===== config.mk =====
export PLATFORM = sky130hd
export DESIGN_NAME = anc_sample_sequencer
export DESIGN_NICKNAME = d
export VERILOG_FILES = /design/src/rtl/anc_sample_sequencer.sv
export SDC_FILE = /design/constraint.sdc
export NUM_CORES = 1
export LEC_CHECK = 0
export CAP_MARGIN = 10
export CORE_ASPECT_RATIO = 1.75
export CORE_UTILIZATION = 58
export CTS_CLUSTER_SIZE = 30
export DETAILED_ROUTE_END_ITERATION = 12
export DONT_BUFFER_PORTS = 1
export GPL_ROUTABILITY_DRIVEN = 0
export PLACE_DENSITY_LB_ADDON = 0.08
export SETUP_SLACK_MARGIN = 0.05
export SYNTH_ARGS = -nofsm -noshare
export SYNTH_HDL_FRONTEND = slang
export SYNTH_SLANG_ARGS = --single-unit
export TNS_END_PERCENT = 10

===== constraint.sdc =====
create_clock -name clk -period 8.6 [get_ports clk]
set_input_delay 1.72 -clock clk [delete_from_list [all_inputs] [get_ports clk]]
set_output_delay 1.72 -clock clk [all_outputs]
set_load 0.005 [all_outputs]

===== src/rtl/anc_sample_sequencer.sv =====
`timescale 1ns/1ps
`default_nettype none
// ============================================================================
// Module      : anc_sample_sequencer
// Description : Per-sample ANC control FSM; time-shares one MAC between the
//               FIR output pass and the LMS weight-update pass.
// Revision    : 1.0 - initial release
// ============================================================================
module anc_sample_sequencer #(
  parameter int NTAPS = 32,
  parameter int PIPE  = 2,
  parameter int ACCW  = 40,
  parameter int SHIFT = 15,
  localparam int TW   = $clog2(NTAPS)
) (
  input  logic                   clk,
  input  logic                   rst_n,
  input  logic                   init_done,
  input  logic                   bypass_mode_sel,
  input  logic                   in_valid,
  output logic                   in_ready,
  input  logic signed [15:0]     e_in,
  input  logic signed [15:0]     x_in,
  input  logic signed [15:0]     a_in,
  input  logic signed [15:0]     u_in,
  output logic signed [15:0]     x_cur,
  output logic signed [15:0]     mu_e,
  output logic                   mac_en,
  output logic                   mac_op,
  output logic [TW-1:0]          tap_idx,
  output logic                   acc_clr,
  output logic                   shift_en,
  input  logic signed [ACCW-1:0] acc_in,
  output logic signed [15:0]     out_sample,
  output logic                   out_valid,
  output logic                   busy,
  output logic [7:0]             overrun_cnt
);

  // One counter serves both the tap sweep and the pipeline drain.
  localparam int CW = (TW > $clog2(PIPE + 1)) ? TW : $clog2(PIPE + 1);
  localparam logic [CW-1:0]          C_TAP_LAST  = CW'(NTAPS - 1);
  localparam logic [CW-1:0]          C_PIPE_LAST = CW'(PIPE - 1);
  localparam logic signed [31:0]     C_P_MAX     = 32'sd32767;
  localparam logic signed [31:0]     C_P_MIN     = -32'sd32768;
  localparam logic signed [ACCW:0]   C_O_MAX     = (ACCW + 1)'(32767);
  localparam logic signed [ACCW:0]   C_O_MIN     = (ACCW + 1)'(-32768);

  typedef enum logic [2:0] {
    S_IDLE    = 3'd0,
    S_CAPTURE = 3'd1,
    S_FIR     = 3'd2,
    S_FDRAIN  = 3'd3,
    S_OUTPUT  = 3'd4,
    S_LMS     = 3'd5,
    S_LDRAIN  = 3'd6
  } state_t;

  state_t                r_state;
  state_t                w_next;
  logic [CW-1:0]         r_cnt;
  logic signed [15:0]    r_e;
  logic signed [15:0]    r_a;
  logic signed [15:0]    r_u;
  logic signed [15:0]    r_x_cur;
  logic signed [15:0]    r_mu_e;
  logic signed [15:0]    r_out_sample;
  logic                  r_out_valid;
  logic                  r_bypass;
  logic                  r_in_valid_q;
  logic [7:0]            r_overrun_cnt;
  logic                  w_accept;
  logic signed [31:0]    w_prod;
  logic signed [31:0]    w_prod_sh;
  logic signed [15:0]    w_mu_sat;
  logic signed [ACCW-1:0] w_acc_sh;
  logic signed [ACCW:0]  w_diff;
  logic signed [15:0]    w_out_sat;

  // Reset gates in_ready so nothing is advertised while held in reset.
  assign in_ready    = rst_n & init_done & (r_state == S_IDLE);
  assign w_accept    = in_valid & in_ready;
  assign busy        = (r_state != S_IDLE);
  assign x_cur       = r_x_cur;
  assign mu_e        = r_mu_e;
  assign out_sample  = r_out_sample;
  assign out_valid   = r_out_valid;
  assign overrun_cnt = r_overrun_cnt;

  always_ff @(posedge clk or negedge rst_n) begin
    if (!rst_n) r_state <= S_IDLE;
    else        r_state <= w_next;
  end

  always_comb begin
    w_next   = r_state;
    mac_en   = 1'b0;
    mac_op   = 1'b0;
    tap_idx  = '0;
    acc_clr  = 1'b0;
    shift_en = 1'b0;
    case (r_state)
      S_IDLE:    if (w_accept) w_next = S_CAPTURE;
      S_CAPTURE: begin
        shift_en = 1'b1;
        w_next   = S_FIR;
      end
      S_FIR: begin
        mac_en  = 1'b1;
        tap_idx = r_cnt[TW-1:0];
        acc_clr = (r_cnt == '0);
        if (r_cnt == C_TAP_LAST) w_next = S_FDRAIN;
      end
      S_FDRAIN:  if (r_cnt == C_PIPE_LAST) w_next = S_OUTPUT;
      S_OUTPUT:  w_next = r_bypass ? S_IDLE : S_LMS;
      S_LMS: begin
        mac_en  = 1'b1;
        mac_op  = 1'b1;
        tap_idx = r_cnt[TW-1:0];
        if (r_cnt == C_TAP_LAST) w_next = S_LDRAIN;
      end
      S_LDRAIN:  if (r_cnt == C_PIPE_LAST) w_next = S_IDLE;
      default:   w_next = S_IDLE;
    endcase
  end

  always_ff @(posedge clk or negedge rst_n) begin
    if (!rst_n)                 r_cnt <= '0;
    else if (w_next != r_state) r_cnt <= '0;
    else if (r_state != S_IDLE) r_cnt <= r_cnt + 1'b1;
  end

  // Step-size product; only (-32768)^2 can overflow, but both rails are kept.
  always_comb begin
    w_prod    = r_u * r_e;
    w_prod_sh = w_prod >>> 15;
    if (w_prod_sh > C_P_MAX)      w_mu_sat = 16'sh7FFF;
    else if (w_prod_sh < C_P_MIN) w_mu_sat = -16'sh8000;
    else                          w_mu_sat = w_prod_sh[15:0];
  end

  always_comb begin
    w_acc_sh = acc_in >>> SHIFT;
    w_diff   = (ACCW + 1)'(r_a) - (ACCW + 1)'(w_acc_sh);
    if (w_diff > C_O_MAX)      w_out_sat = 16'sh7FFF;
    else if (w_diff < C_O_MIN) w_out_sat = -16'sh8000;
    else                       w_out_sat = w_diff[15:0];
  end

  always_ff @(posedge clk or negedge rst_n) begin
    if (!rst_n) begin
      r_e          <= '0;
      r_a          <= '0;
      r_u          <= '0;
      r_x_cur      <= '0;
      r_bypass     <= 1'b0;
      r_mu_e       <= '0;
      r_out_sample <= '0;
      r_out_valid  <= 1'b0;
    end else begin
      if (w_accept) begin
        r_e      <= e_in;
        r_a      <= a_in;
        r_u      <= u_in;
        r_x_cur  <= x_in;
        r_bypass <= bypass_mode_sel;
      end
      if (r_state == S_CAPTURE) r_mu_e <= w_mu_sat;
      if (r_state == S_OUTPUT)  r_out_sample <= w_out_sat;
      r_out_valid <= (r_state == S_OUTPUT);
    end
  end

  always_ff @(posedge clk or negedge rst_n) begin
    if (!rst_n) begin
      r_in_valid_q  <= 1'b0;
      r_overrun_cnt <= '0;
    end else begin
      r_in_valid_q <= in_valid;
      if (in_valid && !r_in_valid_q && (r_state != S_IDLE) && (r_overrun_cnt != 8'hFF))
        r_overrun_cnt <= r_overrun_cnt + 8'd1;
    end
  end

endmodule
`default_nettype wire


### Word level (Yosys, flattened, before mapping)

Index checks and enable logic that the tools add are counted.

| word-level totals | value |
|---|---|
| flip-flop bits (word level) | 115 |
| input bits | 109 |
| output and inout port bits | 68 |
| word-level logic and storage cells | 60 |

| cells by class | value |
|---|---|
| $add $sub $neg | 3 |
| multiply operators | 1 |
| order comparisons | 4 |
| equality and inequality tests | 10 |
| mux-type cells | 18 |
| bitwise logic cells | 3 |
| reductions and logical operators | 9 |

Operators by type and width:

| operator | number |
|---|---|
| $mux W16 | 4 |
| $mul A16 B16 Y32 | 1 |
| $gt A26 B16 Y1 const B | 1 |
| $lt A26 B16 Y1 const B | 1 |
| $sub A16 B25 Y26 | 1 |
| $pmux W3 S7 | 1 |
| $mux W3 | 6 |
| $gt A17 B16 Y1 const B | 1 |
| $lt A17 B16 Y1 const B | 1 |
| $mux W5 | 3 |
| $eq A3 B3 Y1 const B | 3 |
| $add A8 B1 Y8 const B | 1 |
| $ne A8 B8 Y1 const B | 1 |
| $eq A3 B2 Y1 const B | 2 |
| $add A5 B1 Y5 const B | 1 |
| $eq A5 B1 Y1 const B | 1 |
| $eq A5 B5 Y1 const B | 1 |
| $logic_not A5 Y1 | 1 |
| $mux W1 | 4 |
| $and A1 B1 Y1 | 3 |
| $eq A3 B1 Y1 const B | 1 |
| $logic_and A1 B1 Y1 | 3 |
| $logic_not A3 Y1 | 1 |
| $ne A3 B3 Y1 | 1 |
| 4 further kinds | 4 |

### Logic depth before layout (Yosys ltp)

Gate-level depths: netlist of run 1.

| logic depth | value |
|---|---|
| depth after elaboration | 7 |
| mapped depth | 26 |
| mapped depth without buffers | 24 |

### Least setup slack after synthesis of run 1

OpenSTA, ideal clock, no wires.

| timing path | value |
|---|---|
| path kind | register -> register |
| start | reg r_e[15] |
| end | reg r_mu_e[14], in the netlist mu_e[14] |
| setup time | 0.080 ns |
| data arrival time | 6.389 ns |
| required time | 8.520 ns |
| setup slack | 2.131 ns |
| cell stages (with the launch flop) | 23 |
| buffers on the path | 2 |
| period minus slack after synthesis | 6.469 ns |
| cells stage by stage | dfrtp_1 inv_1 clkbuf_1 nor2_1 fa_1 fa_1 fa_1 fa_1 fa_1 inv_1 fa_1 inv_1 ha_1 a21oi_1 o211ai_1 o21ai_0 nor2_1 a311oi_1 o41ai_1 xor2_1 clkbuf_1 a21oi_1 o21ai_1 |

| on the way | value |
|---|---|
| longest elaborated chain between the ends | 4 |
| elaborated cells between the ends (all ways) | 5 |
| classes of those cells | mul: 1; order compare: 2; mux: 2 |

Ends and longest elaborated chain:

| element | RTL line | source |
|---|---|---|
| start: declaration | 62 | `logic signed [15:0] r_e;` |
| start signal: assignment | 162 | `r_e <= e_in;` |
| $mul A16 B16 Y32 * | 135 | `w_prod = r_u * r_e;` |
| $lt A17 B16 Y1 | 138 | `else if (w_prod_sh < C_P_MIN) w_mu_sat = -16'sh8000;` |
| $mux W16 | 138 |  |
| $mux W16 * | 137 | `if (w_prod_sh > C_P_MAX) w_mu_sat = 16'sh7FFF;` |
| end signal: assignment | 168 | `if (r_state == S_CAPTURE) r_mu_e <= w_mu_sat;` |
| end: declaration | 66 | `logic signed [15:0] r_mu_e;` |

Mark *: on every way between the ends. The rest lies on a longest branch, timed or not.
A chain may end at the register's enable or synchronous reset.

### Worst setup path after layout of run 1

| timing path | value |
|---|---|
| start | reg r_e[6] |
| end | reg r_mu_e[13], in the netlist mu_e[13] |

The elaborated chain is that of the path after synthesis.

==> reports/qor.log, run 1 <==
[outcome] status finished, final reports clean
[setup_path] endpoint required time on the critical path 8940 ps
[setup_path] crit end category flop
[clocking] Inserted Clock Buffers 17
[synthesis] Syn Area/Cell 9.46 sq um
[routing] wire length on met3 926 um
[sta] slew at the pin closest to its max-slew limit 909 ps
[synthesis] Synth async-reset ratio 1.00
[sta] Hold Violations, Final 0
[cells_and_area] final standard cell utilization of the core 0.622
[sta] post-route clock period utilization 0.929
[die] die height 222 um
[routing] post-route ant nets 0
[place] count of input and output buffers 0
[routing] iteration count of the initial detailed-routing pass 5
[die] die area 28300 sq um
[grt] first-pass GRT wire length 64500 um
[cells_and_area] growth of design area from synthesis to finish 5.94%
[synthesis] post-synthesis share of cell area spent on full adders, half adders and majority gates 0.413
[setup_path] crit start category flop
[synthesis] largest area contributor in the netlist sky130_fd_sc_hd__fa_1
[hold_path] classification of the worst-slack hold path reg -> reg
[die] number of rows created at floorplan 80
[synthesis] number of warnings issued by yosys 0
[routing] Top Metal Used met4
[routing] met2 WL 22900 um
[cells_and_area] Post-layout nets 2148
[grt] aggregate global-route resource usage 0.302
[setup_path] critical path peak fanout 17
[place] post-detailed-placement half-perimeter wirelength 31400 um
[clocking] maximum level of the CTS H-tree 4
[clocking] Post-CTS Hold Buffers 0
[sta] crit path time final 7990 ps
[synthesis] share of synthesized area occupied by flip-flops and latches 0.180
[place] post-place setup slack 576 ps
[clocking] CTS sink cnt 115
[synthesis] synthesized net count 2171
[setup_path] R2R Setup Slk 610 ps
[sta] maximum frequency from static timing analysis 0.125 GHz
[die] CORE AREA 27200 sq um
[cells_and_area] proportion of layout cells with a drive suffix above 1 0.0833
[sta] Slew Limit Fails 0
[synthesis] combined area of all synthesized cells 16000 sq um
[clocking] number of buffers inserted to repair setup after CTS 0
[synthesis] share of synthesized area spent on multiplexers 0.0449
[routing] number of DRC violations after detailed routing 0
[synthesis] share of the synthesized area in compound gates (AO/OA/AOI/OAI) 0.0992
[cells_and_area] antenna diode count 0
[synthesis] share of the synthesized netlist area taken by xor and xnor gates 0.0225
[routing] First DRT Iteration DRCs 417
[cells_and_area] commonest cells after routing, fill and taps aside 359 x sky130_fd_sc_hd__inv_1, 262 x sky130_fd_sc_hd__fa_1, 164 x sky130_fd_sc_hd__nand2_1
[setup_path] path type of the worst setup path reg -> reg
[synthesis] largest family of logic cells by synthesized area adder cells
[grt] largest net degree at the start of global routing 117
[sta] minimum hold slack 508 ps
[clocking] Worst-Skew Late Latency 430 ps
[sta] number of endpoints failing setup at the final stage 0
[cells_and_area] leading cell type in the layout, fill and taps excluded sky130_fd_sc_hd__inv_1
[clocking] number of cells upsized or downsized after cts 0
[job] max-cap viol count 0
[die] Initial Utilization 0.587
[clocking] clock tree from TritonCTS yes
[grt] antenna violations before repair 0
[synthesis] #FFs+latches synth 115
[routing] length of routed wiring on met1 12400 um
[die] Ports 177
[routing] Routed wire per std cell 18.9 um
[grt] total gr overflow 0
[sta] sum of negative setup slack 0 ps
[sta] Worst Setup Slack, final 606 ps
[clocking] library cell used as clock root buffer sky130_fd_sc_hd__clkbuf_16
[grt] number of global-route vias before repair 12900
[sta] setup skew after layout 9.45 ps
[routing] Via Count 11600
[sta] max-slew headroom at the worst pin 0.394
[routing] via-per-instance ratio 5.65
[setup_path] Data arrival, critical path 8330 ps
[synthesis] area fraction in and, or, nand and nor cells after synthesis 0.138
[synthesis] cell types with the largest area share after synthesis sky130_fd_sc_hd__fa_1 33%, sky130_fd_sc_hd__dfrtp_1 18%, sky130_fd_sc_hd__ha_1 8.5%, sky130_fd_sc_hd__inv_1 8.4%, sky130_fd_sc_hd__and2_1 4.9%
[die] horizontal die dimension 128 um
[synthesis] area share of the largest cell type after synthesis 0.328
[synthesis] number of flops mapped to enable cells by yosys 0
[clocking] clock-pin transition on the worst setup and hold timing paths 60 ps
[clocking] maximum clock path buffer count 2
[synthesis] Synth cell types 73
[sta] unrepaired setup endpoints after global routing false
[routing] total wirelength of the detailed-routed design 38800 um
[synthesis] Post-Syn Instances 1691
[synthesis] most used flip-flop cell after synthesis sky130_fd_sc_hd__dfrtp_1
[through the flow]
step | cells | area, sq um
global placement | 2018 | 16300
global route | 2050 | 16900
floorplan | 1691 | 16000
CTS | 2050 | 16900
finish | 2050 | 16900
detailed placement | 2018 | 16300
[layer usage]
metal | vias up | track usage
met3 | 109 | 0.0376
met5 | - | 0
met4 | 0 | 0.191
met1 | 6004 | 0.283
met2 | 230 | 0.597
li1 | 5242 | -
[cells in the mapped netlist (15+ instances only)]
| cell | number |
|---|---|
| sky130_fd_sc_hd__o21ai_0 | 46 |
| sky130_fd_sc_hd__o21ai_1 | 15 |
| sky130_fd_sc_hd__nand3_1 | 15 |
| sky130_fd_sc_hd__xor2_1 | 16 |
| sky130_fd_sc_hd__dfrtp_1 | 115 |
| sky130_fd_sc_hd__a21o_1 | 17 |
| sky130_fd_sc_hd__clkbuf_1 | 52 |
| sky130_fd_sc_hd__nor2_1 | 66 |
| sky130_fd_sc_hd__a21oi_1 | 52 |
| sky130_fd_sc_hd__and2_1 | 126 |
| sky130_fd_sc_hd__ha_1 | 109 |
| sky130_fd_sc_hd__xnor2_1 | 25 |
| sky130_fd_sc_hd__inv_1 | 359 |
| sky130_fd_sc_hd__mux2_2 | 62 |
| sky130_fd_sc_hd__fa_1 | 262 |
| sky130_fd_sc_hd__nand2_1 | 164 |
[critical path, cell delays in order, from the launching register on]
cell and delay, ps:
sky130_fd_sc_hd__dfrtp_1 610, sky130_fd_sc_hd__and2_1 300, sky130_fd_sc_hd__fa_1 530, sky130_fd_sc_hd__inv_1 50, sky130_fd_sc_hd__fa_1 490, sky130_fd_sc_hd__fa_1 530, sky130_fd_sc_hd__inv_1 50, sky130_fd_sc_hd__fa_1 460
sky130_fd_sc_hd__fa_1 550, sky130_fd_sc_hd__inv_1 50, sky130_fd_sc_hd__fa_1 520, sky130_fd_sc_hd__inv_1 40, sky130_fd_sc_hd__ha_1 320, sky130_fd_sc_hd__a2111oi_0 700, sky130_fd_sc_hd__o21ai_0 440, sky130_fd_sc_hd__a211oi_1 480
sky130_fd_sc_hd__o21a_1 290, sky130_fd_sc_hd__a21o_1 180, sky130_fd_sc_hd__a211oi_1 90, sky130_fd_sc_hd__nor3_2 530, sky130_fd_sc_hd__o21ai_1 430, sky130_fd_sc_hd__o21ai_1 230
[path summary, 6_finish.rpt]
| kind | startpoint | endpoint | depth (start not counted) |
|---|---|---|---|
| max | r_e[6] | mu_e[13] | 21 |
| min | mu_e[11] | mu_e[11] | 2 |
| max reg2reg | r_e[6] | mu_e[13] | 21 |
| min reg2reg | mu_e[11] | mu_e[11] | 2 |
| max in group asynchronous | rst_n | x_cur[10] | 0 |
| min in group asynchronous | rst_n | mu_e[1] | 0 |
[flip-flops by register name, summed over array words and instances (netlist names)]
name	count
out_sample	16
r_a	16
r_in_valid_q	1
r_u	16
r_state	3
overrun_cnt	8
x_cur	16
r_bypass	1
out_valid	1
r_e	16
mu_e	16
r_cnt	5
[cell families after synthesis]
family,after synthesis
fa+ha+maj,371
mux,64
compound gates,233
xor+xnor,41
simple gates,446
buf+inv,421
flops,115
[area by class of cell]
class                           instances  area (sq um)
Clock buffer                           18           439
Clock inverter                         14           178
Fill cell                            2399         10300
Inverter                              360          1350
Multi-Input combinational cell       1155         11500
Sequential cell                       115          2880
Tap cell                              369           462
Timing Repair Buffer                   19           143
Power of run 1 is left out: the tool's default activity adds up to more than one toggle a clock period on the data nets, which glitch-free logic cannot reach.
==> run 2: changes to the inputs <==
--- a/config.mk
+++ b/config.mk
@@ -8,7 +8,6 @@
 export CAP_MARGIN = 10
 export CORE_ASPECT_RATIO = 1.75
 export CORE_UTILIZATION = 58
-export CTS_CLUSTER_SIZE = 30
 export DETAILED_ROUTE_END_ITERATION = 12
 export DONT_BUFFER_PORTS = 1
 export GPL_ROUTABILITY_DRIVEN = 0
==> results of run 2 <==
Same layout as run 1: the final DEF is identical, and so are final timing and power.
Power of run 2 is left out for the same reason.
